--- src/rtl/fetch_pkg.sv ---
`default_nettype none
// ---------------------------------------------------------------------------
// fetch_pkg : shared FSM state encoding and opcode class constants
// Rev 1.0
// ---------------------------------------------------------------------------
package fetch_pkg;

  typedef enum logic [2:0] {
    IDLE   = 3'd0,
    FETCH  = 3'd1,
    DECODE = 3'd2,
    OPND   = 3'd3,
    EMIT   = 3'd4,
    ADV    = 3'd5,
    WAIT   = 3'd6,
    HALT   = 3'd7
  } state_e;

  localparam logic [1:0] CLS_SEQ = 2'b00;
  localparam logic [1:0] CLS_JMP = 2'b01;
  localparam logic [1:0] CLS_HLT = 2'b10;
  localparam logic [1:0] CLS_JCC = 2'b11;

endpackage
`default_nettype wire

--- src/rtl/fetch_decode.sv ---
`default_nettype none
// ---------------------------------------------------------------------------
// fetch_decode : opcode -> class, operand requirement and PC step size
// Rev 1.0
// ---------------------------------------------------------------------------
module fetch_decode
  import fetch_pkg::*;
#(
  parameter int DW = 8
) (
  input  logic [DW-1:0] opcode,
  output logic [1:0]    cls,
  output logic          needs_operand,
  output logic [2:0]    step
);

  always_comb begin
    cls           = opcode[DW-1 -: 2];
    needs_operand = (cls == CLS_JMP) || (cls == CLS_JCC);
    // A zero step would stall the PC forever, so it is promoted to 1.
    step          = (opcode[2:0] == 3'd0) ? 3'd1 : opcode[2:0];
  end

endmodule
`default_nettype wire

--- src/rtl/pc_fetch_ctrl.sv ---
`default_nettype none
// ---------------------------------------------------------------------------
// pc_fetch_ctrl : fetches opcode/operand bytes and steers the PC control pins
// Rev 1.0
// ---------------------------------------------------------------------------
module pc_fetch_ctrl
  import fetch_pkg::*;
#(
  parameter int AW      = 8,
  parameter int DW      = 8,
  parameter int TIMEOUT = 15
) (
  input  logic          clk,
  input  logic          reset,
  input  logic          start,
  input  logic          resume,
  input  logic          cond_in,
  input  logic [AW-1:0] pc_in,
  output logic          pc_enable,
  output logic          pc_hold,
  output logic          pc_load,
  output logic [AW-1:0] pc_load_value,
  output logic [2:0]    pc_step,
  output logic          mem_req,
  output logic [AW-1:0] mem_addr,
  input  logic          mem_ack,
  input  logic [DW-1:0] mem_rdata,
  output logic          ins_valid,
  input  logic          ins_ready,
  output logic [DW-1:0] ins_opcode,
  output logic [DW-1:0] ins_operand,
  output logic          halted,
  output logic          bus_err
);

  localparam int CW = $clog2(TIMEOUT + 1);

  state_e        state_q, state_d;
  logic [CW-1:0] cnt_q, cnt_d;
  logic [DW-1:0] opcode_q, opcode_d, operand_q, operand_d;
  logic          pc_enable_q, pc_enable_d, pc_hold_q, pc_hold_d, pc_load_q, pc_load_d;
  logic [AW-1:0] pc_load_value_q, pc_load_value_d, mem_addr_q, mem_addr_d;
  logic [2:0]    pc_step_q, pc_step_d;
  logic          mem_req_q, mem_req_d, ins_valid_q, ins_valid_d;
  logic          halted_q, halted_d, bus_err_q, bus_err_d;

  logic [1:0]    dec_cls;
  logic          dec_needs_operand;
  logic [2:0]    dec_step;
  logic          timeout;

  fetch_decode #(.DW(DW)) u_decode (
    .opcode        (opcode_q),
    .cls           (dec_cls),
    .needs_operand (dec_needs_operand),
    .step          (dec_step)
  );

  always_comb begin
    state_d         = state_q;
    cnt_d           = '0;
    opcode_d        = opcode_q;
    operand_d       = operand_q;
    pc_load_value_d = pc_load_value_q;
    pc_step_d       = pc_step_q;
    mem_addr_d      = mem_addr_q;
    bus_err_d       = bus_err_q;
    pc_load_d       = 1'b0;

    // An ack on the last allowed cycle takes priority over the timeout.
    timeout = mem_req_q && !mem_ack && (cnt_q == CW'(TIMEOUT - 1));
    if (mem_req_q && !mem_ack && !timeout) cnt_d = cnt_q + 1'b1;

    case (state_q)
      IDLE: if (start) begin
        state_d   = FETCH;
        bus_err_d = 1'b0;
      end
      FETCH: if (mem_ack) begin
        opcode_d = mem_rdata;
        state_d  = DECODE;
      end else if (timeout) begin
        bus_err_d = 1'b1;
        state_d   = IDLE;
      end
      DECODE: if (dec_needs_operand) begin
        state_d = OPND;
      end else begin
        operand_d = '0;
        state_d   = EMIT;
      end
      OPND: if (mem_ack) begin
        operand_d = mem_rdata;
        state_d   = EMIT;
      end else if (timeout) begin
        bus_err_d = 1'b1;
        state_d   = IDLE;
      end
      EMIT:    if (ins_ready) state_d = ADV;
      ADV:     state_d = (dec_cls == CLS_HLT) ? HALT : WAIT;
      WAIT:    state_d = FETCH;
      HALT:    if (resume) state_d = WAIT;
      default: state_d = IDLE;
    endcase

    // Outputs are registered, so they are derived from the state being entered.
    pc_enable_d = (state_d != IDLE);
    pc_hold_d   = (state_d != ADV);
    mem_req_d   = (state_d == FETCH) || (state_d == OPND);
    ins_valid_d = (state_d == EMIT);
    halted_d    = (state_d == HALT);

    if (state_d == FETCH && state_q != FETCH) mem_addr_d = pc_in;
    if (state_d == OPND && state_q != OPND)   mem_addr_d = pc_in + AW'(1);

    // cond_in is taken on the edge that enters ADV and held through that cycle.
    if (state_q == EMIT && state_d == ADV) begin
      case (dec_cls)
        CLS_SEQ: pc_step_d = dec_step;
        CLS_JMP: begin
          pc_load_d       = 1'b1;
          pc_load_value_d = AW'(operand_q);
        end
        CLS_JCC: if (cond_in) begin
          pc_load_d       = 1'b1;
          pc_load_value_d = AW'(operand_q);
        end else begin
          pc_step_d = 3'd2;
        end
        default: pc_step_d = 3'd1;
      endcase
    end
  end

  always_ff @(posedge clk) begin
    if (reset) begin
      state_q         <= IDLE;
      cnt_q           <= '0;
      opcode_q        <= '0;
      operand_q       <= '0;
      pc_enable_q     <= 1'b0;
      pc_hold_q       <= 1'b1;
      pc_load_q       <= 1'b0;
      pc_load_value_q <= '0;
      pc_step_q       <= 3'd1;
      mem_req_q       <= 1'b0;
      mem_addr_q      <= '0;
      ins_valid_q     <= 1'b0;
      halted_q        <= 1'b0;
      bus_err_q       <= 1'b0;
    end else begin
      state_q         <= state_d;
      cnt_q           <= cnt_d;
      opcode_q        <= opcode_d;
      operand_q       <= operand_d;
      pc_enable_q     <= pc_enable_d;
      pc_hold_q       <= pc_hold_d;
      pc_load_q       <= pc_load_d;
      pc_load_value_q <= pc_load_value_d;
      pc_step_q       <= pc_step_d;
      mem_req_q       <= mem_req_d;
      mem_addr_q      <= mem_addr_d;
      ins_valid_q     <= ins_valid_d;
      halted_q        <= halted_d;
      bus_err_q       <= bus_err_d;
    end
  end

  assign pc_enable     = pc_enable_q;
  assign pc_hold       = pc_hold_q;
  assign pc_load       = pc_load_q;
  assign pc_load_value = pc_load_value_q;
  assign pc_step       = pc_step_q;
  assign mem_req       = mem_req_q;
  assign mem_addr      = mem_addr_q;
  assign ins_valid     = ins_valid_q;
  assign ins_opcode    = opcode_q;
  assign ins_operand   = operand_q;
  assign halted        = halted_q;
  assign bus_err       = bus_err_q;

endmodule
`default_nettype wire
--- config.mk ---
export PLATFORM = sky130hd
export DESIGN_NAME = pc_fetch_ctrl
export DESIGN_NICKNAME = d
export VERILOG_FILES = /design/src/rtl/fetch_pkg.sv /design/src/rtl/fetch_decode.sv /design/src/rtl/pc_fetch_ctrl.sv
export SDC_FILE = /design/constraint.sdc
export NUM_CORES = 1
export LEC_CHECK = 0
export CAP_MARGIN = 20
export CORE_MARGIN = 2
export CORE_UTILIZATION = 30
export DETAILED_ROUTE_END_ITERATION = 8
export PLACE_DENSITY = 0.58
export SLEW_MARGIN = 20
export SYNTH_ARGS = -nofsm -noshare
export SYNTH_HDL_FRONTEND = slang
export SYNTH_SLANG_ARGS = --single-unit
--- constraint.sdc ---
create_clock -name clk -period 1.77 [get_ports clk]
set_input_delay 0.354 -clock clk [delete_from_list [all_inputs] [get_ports clk]]
set_output_delay 0.354 -clock clk [all_outputs]
set_load 0.03 [all_outputs]
After elaboration in Yosys (flattened, before gate mapping). Cells that the tools add are included. Widths: inputs -> output; s select.

Flip-flop bits (word level): 49. Input port bits: 23. Output and inout bits: 42. Logic and storage cells: 96.

$add $sub $neg: 2. Equality and inequality tests: 26. Multiplexer cells: 25. Bitwise gates (word level): 3. Reduce and logical (&&, ||, !) cells: 26.

Operators by type and width (number): $mux 8 (5); $pmux 8 s2 (2); $mux 3 (9); $pmux 3 s8 (1); $eq 3x3->1 const B (7); $ne 2x2->1 const B (6); $eq 3x2->1 const B (3); $pmux 3 s3 (1); $reduce_and 3->1 (3); $add 8x1->8 const B (1); $reduce_bool 2->1 (4); $eq 3x1->1 const B (2); $logic_and 1x1->1 (6); $logic_not 3->1 (2); $reduce_or 2->1 (3); $mux 1 (5); $add 4x1->4 const B (1); $eq 2x2->1 const B (2); $eq 4x4->1 const B (1); $pmux 1 s2 (2); $reduce_and 4->1 (1); $ne 3x1->1 const B (1); $ne 3x2->1 const B (1); $ne 3x3->1 const B (1); 8 further kinds (12).

Depth between registers and ports, before layout.
Depth in word-level cells: 10. Depth in mapped cells: 7. Mapped depth without buffers: 6.

Cells and area by module. From an unflattened synthesis, not the netlist that was laid out.

Cells, all modules: 252. Area total of the unflattened synthesis: 2194.6 um^2.

By module, submodules not included: pc_fetch_ctrl (instances 1, cells each 246, area each 2160.8 um^2, sequential area each 980.9 um^2); fetch_decode (instances 1, cells each 6, area each 33.8 um^2, sequential area each 0.0 um^2).

Worst setup path after synthesis. OpenSTA, ideal clock, no wires.

Path type: register to register. Start: register opcode_q[7] (netlist: ins_opcode[7]). End: register ins_valid_q (netlist: ins_valid). Setup time: 0.061 ns. Arrival time: 1.978 ns. Data required time: 1.709 ns. Slack: -0.268 ns. Stages on the path, launching flop included: 7. Path buffers: 0. Period minus slack after synthesis: 2.038 ns. Cell sequence: dfxtp_1 > inv_1 > ha_1 > nor2_1 > a221oi_1 > a211oi_1 > and3_1.

Word-level cells in the longest chain between the ends: 5. Elaborated cells between the ends (all ways): 8. Classes of those cells: 4 x eq/ne; 3 x mux; 1 x reduce/logical.

Ends and longest elaborated chain: from (decl) (RTL line pc_fetch_ctrl.sv:40) `logic [DW-1:0] opcode_q, opcode_d, operand_q, operand_d;`; from (signal assigned) (RTL line pc_fetch_ctrl.sv:154) `opcode_q <= opcode_d;`; $eq 2x1->1 or $eq 2x2->1 (tied branches) (RTL line fetch_decode.sv:19) `needs_operand = (cls == CLS_JMP) || (cls == CLS_JCC);`; $logic_or 1x1->1 (RTL line fetch_decode.sv:19); $mux 3 (RTL line pc_fetch_ctrl.sv:86) `DECODE: if (dec_needs_operand) begin`; $pmux 3 s8 (*) (RTL line pc_fetch_ctrl.sv:74) `case (state_q)`; $eq 3x3->1 (*) (RTL line pc_fetch_ctrl.sv:110) `ins_valid_d = (state_d == EMIT);`; to (signal assigned) (RTL line pc_fetch_ctrl.sv:163) `ins_valid_q <= ins_valid_d;`; to (decl) (RTL line pc_fetch_ctrl.sv:44) `logic mem_req_q, mem_req_d, ins_valid_q, ins_valid_d;`.

Every way passes the cells marked *; elsewhere a longest branch is shown, timed or not. A chain may end at the register's enable or synchronous reset.

Final worst setup path.
Start: register operand_q[3] (netlist: ins_operand[3]). End: output ins_operand[3].

RTL lines: from (decl) (RTL line pc_fetch_ctrl.sv:40); from (signal assigned) (RTL line pc_fetch_ctrl.sv:155) `operand_q <= operand_d;`; to (decl) (RTL line pc_fetch_ctrl.sv:31) `output logic [DW-1:0] ins_operand,`.

No word-level cell between the ends.

==> results.toml <==
[outcome]
outcome = "finished clean"

[cts]
clk-insertion-delay-late_ns = 0.31
cts.sink_count = 49
tritoncts = "yes"
cts.path.max_buffers = 2
cts.root.buffer_cell = "sky130_fd_sc_hd__clkbuf_8"
ctsHoldBuffers = 0
cts.reportedPaths.clkPinSlew_ns = 0.11
htree_num_levels = 2
number_of_buffers_created_by_cts = 5

[detailed_routing]
detail_route.wirelength_mm = 5.54
first_iter_violations = 108
antenna_left = 0
drt-vias-per-instance = 4.64
wire_per_inst_um = 12.8
detail_route.first_pass.iterations = 4
detail_route.drc_violations = 0
dr_total_vias = 2011

[logic_synthesis]
synth_largest_area_cell = "sky130_fd_sc_hd__dfxtp_1"
synth.cell_area_um2 = 2190
post_synth_fa_ha_maj_area_fraction_pct = 4.00
post_synthesis_average_cell_area_um2 = 9.19
number_of_synthesized_register_bits = 49
synth_top_area_share_pct = 44.8
seq_area_frac_synth_pct = 44.8
yosys-top-cells-area = "sky130_fd_sc_hd__dfxtp_1, sky130_fd_sc_hd__mux2i_1, sky130_fd_sc_hd__nor2_1"
mappedNetlistNets = 268
synth.area.mux_share_pct = 8.23
number_of_synthesized_flops_with_an_enable_pin = 0
yosys_most_used_dff = "sky130_fd_sc_hd__dfxtp_1"
post-synth-top-count-cell = "sky130_fd_sc_hd__dfxtp_1"
post_synth_and_or_nand_nor_area_fraction_pct = 24.8
ys_async_sr_fraction_pct = 0
ys_top_cells_by_count = "sky130_fd_sc_hd__dfxtp_1, sky130_fd_sc_hd__nor2_1, sky130_fd_sc_hd__mux2i_1"
ys_types = 50
synth_cells = 238
synth_top_family_by_area = "simple AND/OR/NAND/NOR gates"
yosysWarningCount = 0
synth_xor_xnor_area_share_pct = 0.800
synth_compound_area_share_pct = 14.0

[final_layout]
layoutNonFillerInstCount = 433
drive_above_1_share_pct = 18.6
fill_cells = 700
insertedDiodeCount = 0
area_delta_synth_final_pct = 52.1
nNetsFinal = 363

[critical_path]
type_of_the_worst_setup_path = "register to output port"
data_arrival_critical_path_ns = 1.35
critical_path.max_stage_delay_ns = 0.68
worst-endpoint-required_ns = 1.42
critical_path.top_delay_family = "buffers and inverters"
path_cells = "clkdlybuf4s50_1"
worstPathBufferInverterCount = 1
timing.critical_path.fanout_max = 3
critical_path.endpoint_type = "output port"
cp-start-kind = "register"
cell_with_the_largest_stage_delay_on_the_worst_path = "sky130_fd_sc_hd__clkdlybuf4s50_1"

[timing]
final.setup_skew_ns = 0.0133
tightestPinTransition_ns = 0.374
setup_slack_ns = 0.0631
setup_violations = 0
final-max-slew-violation-count = 0
maxClockFrequency_ghz = 0.586
final_period_minus_worst_setup_slack_ns = 1.71
worst_max_slew_margin_expressed_relative_to_the_limit_pct = 75.0
final_critical_path_share_of_the_clock_period_pct = 96.4
fin_setup_tns_ns = 0
timing_hold_violations_final = 0

[die]
fp.dieArea_um2 = 7990
rows = 31
ios = 65
floorplan.die.width_um = 89.4
die_h_um = 89.4
start_util_pct = 30.5
fp.coreArea_um2 = 7180

[placement]
detailedPlacementHpwl_mm = 4.05
buffer_ports.inserted = 64
dp_worst_setup_slack_ns = -0.257
post-place-cells = 425
gp_routability_congestion = 0.808

[global_route]
grt_start_max_net_pins = 31
first_global_vias = 1820
wire_length_of_the_first_global_routing_pass_mm = 8.61
groute.usage.overall_pct = 13.9
grt_antenna_before_repair = 0
global_route.overflow_total = 0

[power_and_ir_drop]
ir_worst_vdd_v = 0.000329
power_leakage_nw = 1.35
pd_cells_nw_per_um2 = 762

[flow_run]
timing.max_cap.violations = 0

[hold_path]
hold_path.class = "primary input to register"
worst reg2reg max path: stages (launching register included):
cell and delay [ns]:
sky130_fd_sc_hd__dfxtp_2 0.34, sky130_fd_sc_hd__ha_2 0.20, sky130_fd_sc_hd__buf_4 0.15, sky130_fd_sc_hd__a21oi_1 0.19, sky130_fd_sc_hd__nand2b_1 0.12, sky130_fd_sc_hd__or4b_1 0.48, sky130_fd_sc_hd__a21oi_1 0.15
flip-flops by register name, indices dropped and copies added (netlist names):
| register | count |
|---|---|
| ins_valid | 1 |
| halted | 1 |
| state_q | 3 |
| cnt_q | 4 |
| pc_step | 3 |
| pc_load_value | 8 |
| pc_hold | 1 |
| ins_opcode | 8 |
| pc_load | 1 |
| mem_addr | 8 |
| bus_err | 1 |
| pc_enable | 1 |
| mem_req | 1 |
| ins_operand | 8 |
timing repair:
action	4_1_cts	5_1_grt
gates resized for setup	6	15
setup endpoints to repair	7	23
gates cloned	0	0
buffers inserted	0	0
pin swaps	0	1
layout by cell type, fill, tap and decap left out, types with 4 or more instances in the layout:
cell type | netlist | routed
sky130_fd_sc_hd__a22oi_1 | 8 | 8
sky130_fd_sc_hd__ha_1 | 7 | 5
sky130_fd_sc_hd__nand2b_1 | 8 | 8
sky130_fd_sc_hd__a31oi_1 | 4 | 4
sky130_fd_sc_hd__clkbuf_8 | 0 | 5
sky130_fd_sc_hd__inv_1 | 7 | 7
sky130_fd_sc_hd__nor2_1 | 42 | 41
sky130_fd_sc_hd__nor3_1 | 9 | 9
sky130_fd_sc_hd__dlymetal6s2s_1 | 0 | 6
sky130_fd_sc_hd__mux2i_1 | 18 | 18
sky130_fd_sc_hd__dlygate4sd2_1 | 0 | 6
sky130_fd_sc_hd__dfxtp_1 | 49 | 47
sky130_fd_sc_hd__nand3_1 | 7 | 7
sky130_fd_sc_hd__clkdlybuf4s50_1 | 0 | 51
sky130_fd_sc_hd__a21oi_1 | 10 | 10
sky130_fd_sc_hd__nand2_1 | 9 | 9
sky130_fd_sc_hd__buf_4 | 0 | 34
cells by family after synthesis:
group,count (synthesis)
DFF,49
and+or+nand+nor,101
AOI/OAI and AO/OA,43
adders and majority gates,7
muxes,18
xor gates and xnor gates,2
buffers and inverters,18
layout make-up:
| cell class | instances | area [um2] | share of cell area (%) |
|---|---|---|---|
| multi-input combinational | 171 | 1180 | 35.5 |
| tap | 99 | 124 | 3.72 |
| clock inverter | 3 | 26.3 | 0.789 |
| sequential | 49 | 983 | 29.5 |
| clock buffer | 5 | 68.8 | 2.07 |
| inverter | 7 | 26.3 | 0.789 |
| timing repair buffer | 99 | 918 | 27.6 |
through the flow:
step                power [mW]  hold WS [ns]  cell area [um2]  util [%]
finish                    2.54         0.345             3330      46.4
global route              2.68         0.349             3330      46.4
CTS                       2.56         0.332             3270      45.6
detailed placement        1.84         0.460             3190      44.4
global placement          1.84         0.444             3190      44.4
floorplan                 1.55         0.430             2200         -
power breakdown:
group / leakage [nW] / internal, mW / switching [mW]
combinational: 0.898 / 0.300 / 0.332
sequential: 0.399 / 1.16 / 0.0355
clock: 0.0495 / 0.294 / 0.417
final timing paths:
kind / cells past startpoint / slack (ns) / from / end
hold / removal: 2 / 0.35 / reset / state_q[0]$_SDFF_PP0_
setup reg to reg: 6 / 0.07 / ins_opcode[6]$_SDFFE_PP0P_ / pc_step[2]$_SDFFE_PP0P_
hold reg to reg: 1 / 0.48 / cnt_q[0]$_SDFF_PP0_ / cnt_q[0]$_SDFF_PP0_
setup / recovery: 1 / 0.06 / ins_operand[3]$_SDFFE_PP0P_ / ins_operand[3]
metal layers:
layer,wire [um],vias up,track usage [%]
li1,-,1044,-
met1,2700,917,18.8
met2,2550,46,21.9
met3,258,4,3.69
met4,30,0,3.66
met5,0,-,0
No activity file was read; power rests on OpenSTA's default activity.
